<file path="src/rtl/johnson_decoder.sv">
// johnson_decoder
//   Receive-side monitor for a WIDTH-bit Johnson counter bus. It samples the
//   code, checks that the code is legal, and decodes it to a state index in
//   [0, 2*WIDTH-1]. It then classifies each change as an adjacent step (with
//   direction), a skip, or an illegal code.
//
//   Pipeline (default build): capture -> decode/classify -> registered outputs.
//   There are two clock edges from the capture edge to the outputs.
//
//   Optional feature, macro JDEC_GLITCH_FILTER_EN: one extra stage is added.
//   A captured code goes on to decode only if it equals the code captured just
//   before it. Latency becomes three edges.
//
//   Input qualifier: sample_i is a plain valid strobe and has no ready. The
//   block accepts one code on every cycle that sample_i is high. A cycle
//   without sample_i moves a bubble through the pipeline. A bubble produces
//   no pulse and leaves every output unchanged.
module johnson_decoder #(
  parameter int WIDTH = 16,
  localparam int IW = $clog2(2 * WIDTH)
) (
  input  logic             clk_i,
  input  logic             rst_i,
  input  logic             sample_i,
  input  logic [WIDTH-1:0] code_i,
  input  logic             clr_i,
  output logic [IW-1:0]    idx_o,
  output logic             valid_o,
  output logic             step_o,
  output logic             dir_o,
  output logic             skip_o,
  output logic             err_o,
  output logic [15:0]      steps_o,
  output logic [7:0]       errs_o
);

  // Number of states in the Johnson sequence.
  localparam int NST = 2 * WIDTH;
  // This width holds a count in the range 0..WIDTH.
  localparam int CW  = $clog2(WIDTH + 1);

  // ---------------------------------------------------------------------------
  // Stage 1: capture
  // ---------------------------------------------------------------------------
  logic [WIDTH-1:0] cap_code;
  logic             cap_vld;

  // Register the incoming code when sample_i is high. Reset drops any
  // in-flight sample.
  always_ff @(posedge clk_i) begin
    if (rst_i) begin
      cap_vld  <= 1'b0;
      cap_code <= '0;
    end else begin
      cap_vld <= sample_i;
      if (sample_i) begin
        cap_code <= code_i;
      end
    end
  end

  // ---------------------------------------------------------------------------
  // Optional glitch filter: a code passes only when two consecutive captured
  // samples agree.
  // ---------------------------------------------------------------------------
  logic [WIDTH-1:0] dec_code;
  logic             dec_vld;

`ifdef JDEC_GLITCH_FILTER_EN
  logic [WIDTH-1:0] last_code;
  logic             have_last;
  logic [WIDTH-1:0] flt_code;
  logic             flt_vld;

  // Compare each captured code with the one captured before it. The first
  // sample after reset has nothing to compare with, so it never passes.
  always_ff @(posedge clk_i) begin
    if (rst_i) begin
      last_code <= '0;
      have_last <= 1'b0;
      flt_code  <= '0;
      flt_vld   <= 1'b0;
    end else begin
      flt_vld <= cap_vld && have_last && (cap_code == last_code);
      if (cap_vld) begin
        last_code <= cap_code;
        have_last <= 1'b1;
        flt_code  <= cap_code;
      end
    end
  end

  // Filtered samples feed the decoder.
  always_comb begin
    dec_code = flt_code;
    dec_vld  = flt_vld;
  end
`else
  // Every captured sample feeds the decoder directly.
  always_comb begin
    dec_code = cap_code;
    dec_vld  = cap_vld;
  end
`endif

  // ---------------------------------------------------------------------------
  // Decode: legality check and index
  // ---------------------------------------------------------------------------
  logic [CW-1:0]   ones_cnt;
  logic [CW-1:0]   zero_cnt;
  logic [CW-1:0]   trans_cnt;
  logic            code_legal;
  logic [IW-1:0]   dec_idx;

  // A legal Johnson code has at most one boundary between runs of ones and
  // zeros. The index is the number of ones when the MSB is 0. When the MSB
  // is 1, the index is WIDTH plus the number of zeros.
  always_comb begin
    ones_cnt  = '0;
    trans_cnt = '0;
    for (int i = 0; i < WIDTH; i++) begin
      ones_cnt = ones_cnt + CW'(dec_code[i]);
    end
    for (int i = 0; i < WIDTH - 1; i++) begin
      trans_cnt = trans_cnt + CW'(dec_code[i] ^ dec_code[i+1]);
    end
    zero_cnt   = CW'(WIDTH) - ones_cnt;
    code_legal = (trans_cnt <= CW'(1));
    if (!dec_code[WIDTH-1]) begin
      dec_idx = IW'(ones_cnt);
    end else begin
      dec_idx = IW'(WIDTH) + IW'(zero_cnt);
    end
  end

  // ---------------------------------------------------------------------------
  // Classify against the previous legal index (idx_o doubles as prev_idx)
  // ---------------------------------------------------------------------------
  logic          have_prev;
  logic [IW:0]   diff;
  logic          is_fwd;
  logic          is_bwd;
  logic          ev_legal;
  logic          ev_first;
  logic          ev_err;
  logic          ev_step;
  logic          ev_skip;

  // Compute the forward distance modulo 2*WIDTH, then turn it into events.
  // The extra bit in diff keeps the sum from overflowing when 2*WIDTH is
  // not a power of two.
  always_comb begin
    if (dec_idx >= idx_o) begin
      diff = {1'b0, dec_idx} - {1'b0, idx_o};
    end else begin
      diff = {1'b0, dec_idx} + (IW + 1)'(NST) - {1'b0, idx_o};
    end
    is_fwd   = (diff == (IW + 1)'(1));
    is_bwd   = (diff == (IW + 1)'(NST - 1));
    ev_legal = dec_vld && code_legal;
    ev_err   = dec_vld && !code_legal;
    ev_first = ev_legal && !have_prev;
    ev_step  = ev_legal && have_prev && (is_fwd || is_bwd);
    ev_skip  = ev_legal && have_prev && !is_fwd && !is_bwd && (diff != '0);
  end

  // ---------------------------------------------------------------------------
  // Counters: a clear takes effect first, then any event in the same cycle
  // adds to the cleared value.
  // ---------------------------------------------------------------------------
  logic [15:0] steps_base;
  logic [15:0] steps_nxt;
  logic [7:0]  errs_base;
  logic [7:0]  errs_nxt;
  logic        skip_nxt;

  // Build the next counter and sticky-flag values from the clear and the events.
  always_comb begin
    steps_base = clr_i ? 16'd0 : steps_o;
    errs_base  = clr_i ? 8'd0 : errs_o;
    steps_nxt  = steps_base + {15'd0, ev_step};
    if (ev_err && (errs_base != 8'hFF)) begin
      errs_nxt = errs_base + 8'd1;
    end else begin
      errs_nxt = errs_base;
    end
    skip_nxt = (clr_i ? 1'b0 : skip_o) | ev_skip;
  end

  // ---------------------------------------------------------------------------
  // Output registers
  // ---------------------------------------------------------------------------
  // Register the pulses, counters and decoded index. An illegal code leaves
  // the index, valid and have_prev untouched.
  always_ff @(posedge clk_i) begin
    if (rst_i) begin
      idx_o     <= '0;
      valid_o   <= 1'b0;
      have_prev <= 1'b0;
      step_o    <= 1'b0;
      dir_o     <= 1'b0;
      skip_o    <= 1'b0;
      err_o     <= 1'b0;
      steps_o   <= '0;
      errs_o    <= '0;
    end else begin
      step_o  <= ev_step;
      err_o   <= ev_err;
      steps_o <= steps_nxt;
      errs_o  <= errs_nxt;
      skip_o  <= skip_nxt;
      if (ev_legal) begin
        idx_o <= dec_idx;
      end
      if (ev_first) begin
        valid_o   <= 1'b1;
        have_prev <= 1'b1;
      end
      if (ev_step) begin
        dir_o <= is_bwd;
      end
    end
  end

endmodule
</file>
<file path="config.mk">
export PLATFORM = sky130hd
export DESIGN_NAME = johnson_decoder
export DESIGN_NICKNAME = d
export VERILOG_FILES = /design/src/rtl/johnson_decoder.sv
export SDC_FILE = /design/constraint.sdc
export NUM_CORES = 1
export LEC_CHECK = 0
export BUFFER_PORTS_ARGS = -buffer_cell sky130_fd_sc_hd__buf_2
export CAP_MARGIN = 30
export CELL_PAD_IN_SITES_DETAIL_PLACEMENT = 1
export CELL_PAD_IN_SITES_GLOBAL_PLACEMENT = 2
export CORE_AREA = 5 5 100 102
export CTS_CLUSTER_SIZE = 25
export DETAILED_ROUTE_END_ITERATION = 10
export DIE_AREA = 0 0 105 107
export GPL_TIMING_DRIVEN = 0
export PLACE_DENSITY_LB_ADDON = 0.05
export SYNTH_ARGS = -nofsm -noshare
export SYNTH_HDL_FRONTEND = slang
export SYNTH_SLANG_ARGS = --single-unit
</file>
<file path="constraint.sdc">
create_clock -name clk_i -period 18.4 [get_ports clk_i]
set_clock_uncertainty 0.15 [all_clocks]
set_input_delay 2.76 -clock clk_i [delete_from_list [all_inputs] [get_ports clk_i]]
set_output_delay 2.76 -clock clk_i [all_outputs]
set_load 0.01 [all_outputs]
</file>
==> metrics.md <==
| Metric | Value |
|---|---|
| CTS tree | done |
| Sequential Power Share | 0.281 |
| Drt first pass iters | 4 |
| Relative slew slack | 0.665 |
| Vias in the first global route | approximately 2,700 |
| Net Switching | roughly 0.0002 W |
| Ys Warns | 0 |
| Die Wd | about 110 um |
| Post-synthesis sequential area ratio | 0.314 |
| VDD IR max | approximately 0.055 mV |
| CTS H-tree lvls | 2 |
| Worst r2r src | cap_code[15] |
| Setup tns final | 0 ps |
| RePlAce Congestion | 0.724 |
| Clk Latency, worst-skew pair | 310 ps |
| Mapped Area | around 3300 um2 |
| Hold Violations, Final | 0 |
| Critical Path AT | roughly 7000 ps |
| Final slew viol count | 0 |
| Switch share | 0.434 |
| Worst min path class | flop to flop |
| Final wirelength | 7.22 mm |
| # IOs | 54 |
| Setup violators final | 0 |
| Starting DRT DRC Count | 34 |
| Port Buffer Count | between 50 and 60 |
| Initial antenna violation count | 0 |
| Ys flop type | dfxtp_1 |
| Post-CTS Setup Inserts | 0 |
| Commonest non-fill, non-tap cell in the layout | buf_2 |
| Rows | 35 |
| Worst-path clk slew | around 90 ps |
| Post-route setup slack | around 11,000 ps |
| Number of synthesized register bits | 51 |
| CTS Buf Count | 5 |
| RR Endpoint | steps_o[15] |
| CP max FO | 8 |
| Post-CTS Hold Buffers | 0 |
| Drc violations | 0 |
| Tcrit/Tclk final | 0.385 |
| Total GRT Usage | 0.137 |
| Internal | ~0.00026 W |
| Initial core utilization | 0.361 |
| Drt via density | 4.82 |
| Min Tclk post-route | ~7100 ps |
| Wire length per cell | around 14 um |
| Slew @ Worst Pin | 503 ps |
| Clock power share | 0.147 |
| Total core area | roughly 9000 um2 |
| Cell count of the worst reg-to-reg path | 24 |
| Asr flop ratio synth | 0 |
| P_leak | ~1.7 nW |
| Die footprint | 11,200 um2 |
| Number of synthesized flops with an enable pin | 0 |
| Final HPWL DP | just under 6 mm |
| First-pass GRT wire length | about 13 mm |
| Vias | 2,525 |
| Area Overhead vs Synth | 15.0% |
| Fmax | between 100 and 150 MHz |
| Hold wc startpoint | dir_o |
| PD cells | around 120 nW/um2 |
| Layout cell share with drive strength beyond 1 | 0.182 |
| Pre-CTS WS | about 11,000 ps |
| Logic gate share of total power | 0.572 |
| Nets | 472 |
| Crit path capture type | flop |
| Synth Instances | approximately 350 |
| CTS sink cnt | between 50 and 60 |
| Worst R2R Setup Slack | approximately 11,000 ps |
| Fin util | 0.415 |
| Die Ht | 107 um |
| Total gr overflow | 0 |
| RSZ-0062 raised after global routing | false |
| CTS Buffer Depth | 2 |
| Hold Path Cell Cnt | 2 |
| Crit path kind | flop to flop |
| Outcome | finished, final reports clean |
| ANT nets after route | 0 |
| Mapped Nets | 414 |
| WHS | around 330 ps |
| Worst hold endpoint | dir_o |
| Total of max-cap violations | 0 |
| Ant diodes | 0 |
| Root buf cell | clkbuf_8 |
| Yosys cell types | 46 |
| Startpoint types | flop |
| Pin count of the biggest net entering global routing | 18 |
| Most frequent cells in the layout | buf_2, dfxtp_1, nor2_1, inv_1, nand2_1 |
| Avg Inst Size Synth | ~9.2 um2 |
| Crit path required time | about 18,000 ps |
| Post-CTS Resized | 0 |
metrics by stage:
step	instance area, um2	std cells	total power (W)
after detailed placement	3650	516	0.000399
after global placement	3650	516	0.000387
after floorplan	3250	354	0.000337
final	3740	524	0.000456
after global routing	3740	524	0.000510
after CTS	3740	524	0.000469
sequential cells by signal, indices dropped and copies added (netlist names):
name,cells
dir_o,1
err_o,1
valid_o,1
skip_o,1
cap_code,16
steps_o,16
errs_o,8
cap_vld,1
idx_o,5
step_o,1
layer usage:
| metal | GRT usage | share of wire | wire length (um) |
|---|---|---|---|
| met5 | 0 | 0 | 0 |
| met4 | 0.0365 | 0.014 | 99 |
| met3 | 0.0307 | 0.041 | 295 |
| met2 | 0.241 | 0.51 | 3650 |
| met1 | 0.168 | 0.44 | 3180 |
how the worst max path moves through the flow:
stage / start / end / slack [ps] / cells after the start
floorplan: cap_code[5] / steps_o[15] / 11990 / 24
global placement: cap_code[15] / steps_o[15] / 11370 / 24
detailed placement: cap_code[15] / steps_o[15] / 11270 / 24
CTS: cap_code[15] / steps_o[15] / 11220 / 24
global route: cap_code[15] / steps_o[15] / 10850 / 24
finish: cap_code[15] / steps_o[15] / 11310 / 24
cells in the mapped netlist, types with 4 or more instances:
master | n | share of area
dfxtp_1 | 51 | 0.31
nor2_1 | 46 | 0.053
inv_1 | 35 | 0.040
nand2_1 | 28 | 0.032
xnor2_1 | 25 | 0.067
fa_1 | 21 | 0.13
mux2i_1 | 21 | 0.065
ha_1 | 19 | 0.073
nor2b_1 | 13 | 0.025
a21oi_1 | 12 | 0.018
xor2_1 | 11 | 0.030
o21ai_0 | 9 | 0.014
clkbuf_1 | 8 | 0.0092
or3_1 | 6 | 0.012
nand3_1 | 5 | 0.0077
a21o_1 | 4 | 0.0092
and3_1 | 4 | 0.0077
nand4_1 | 4 | 0.0077
cell type report:
cell class                 count  area (um2)
fill                        1077        5280
buffer                        11        51.3
inverter                      36         135
clock buffer                   5        68.8
timing repair buffer          51         255
sequential                    51        1020
tap                          111         139
multi-input combinational    256        2050
clock inverter                 3        25.0
cells by family after synthesis:
kind of cell	Yosys count	share of synthesized area
XOR/XNOR	36	0.0969
adder cells (fa/ha/maj)	40	0.202
flip-flops	51	0.314
multiplexers	22	0.0681
AO/OA/AOI/OAI	37	0.0746
AND/OR/NAND/NOR	121	0.187
buffers and inverters	47	0.0573
power by group through the flow:
| stage | Combinational [W] | Clock [W] | Sequential (W) |
|---|---|---|---|
| after floorplan | 0.000205 | 0 | 0.000132 |
| after global placement | 0.000257 | 0 | 0.000131 |
| after detailed placement | 0.000268 | 0 | 0.000131 |
| after CTS | 0.000269 | 0.0000719 | 0.000129 |
| after global routing | 0.000303 | 0.0000766 | 0.000130 |
| final | 0.000261 | 0.0000673 | 0.000128 |
worst max-delay path: stages (launching register included):
cell	delay [ps]
dfxtp_1	560
fa_1	500
fa_1	490
inv_1	60
fa_1	450
fa_1	490
inv_1	40
ha_1	200
fa_1	400
xnor2_1	290
nand2_1	90
o21a_1	200
xor2_1	280
inv_1	110
ha_1	330
a21o_1	190
a31oi_1	170
xnor2_1	140
or2_2	320
a21oi_1	140
ha_1	240
nand3_2	200
or3_4	450
or3_1	380
a21oi_1	150
Note: power is estimated with default switching activity, not from simulation.
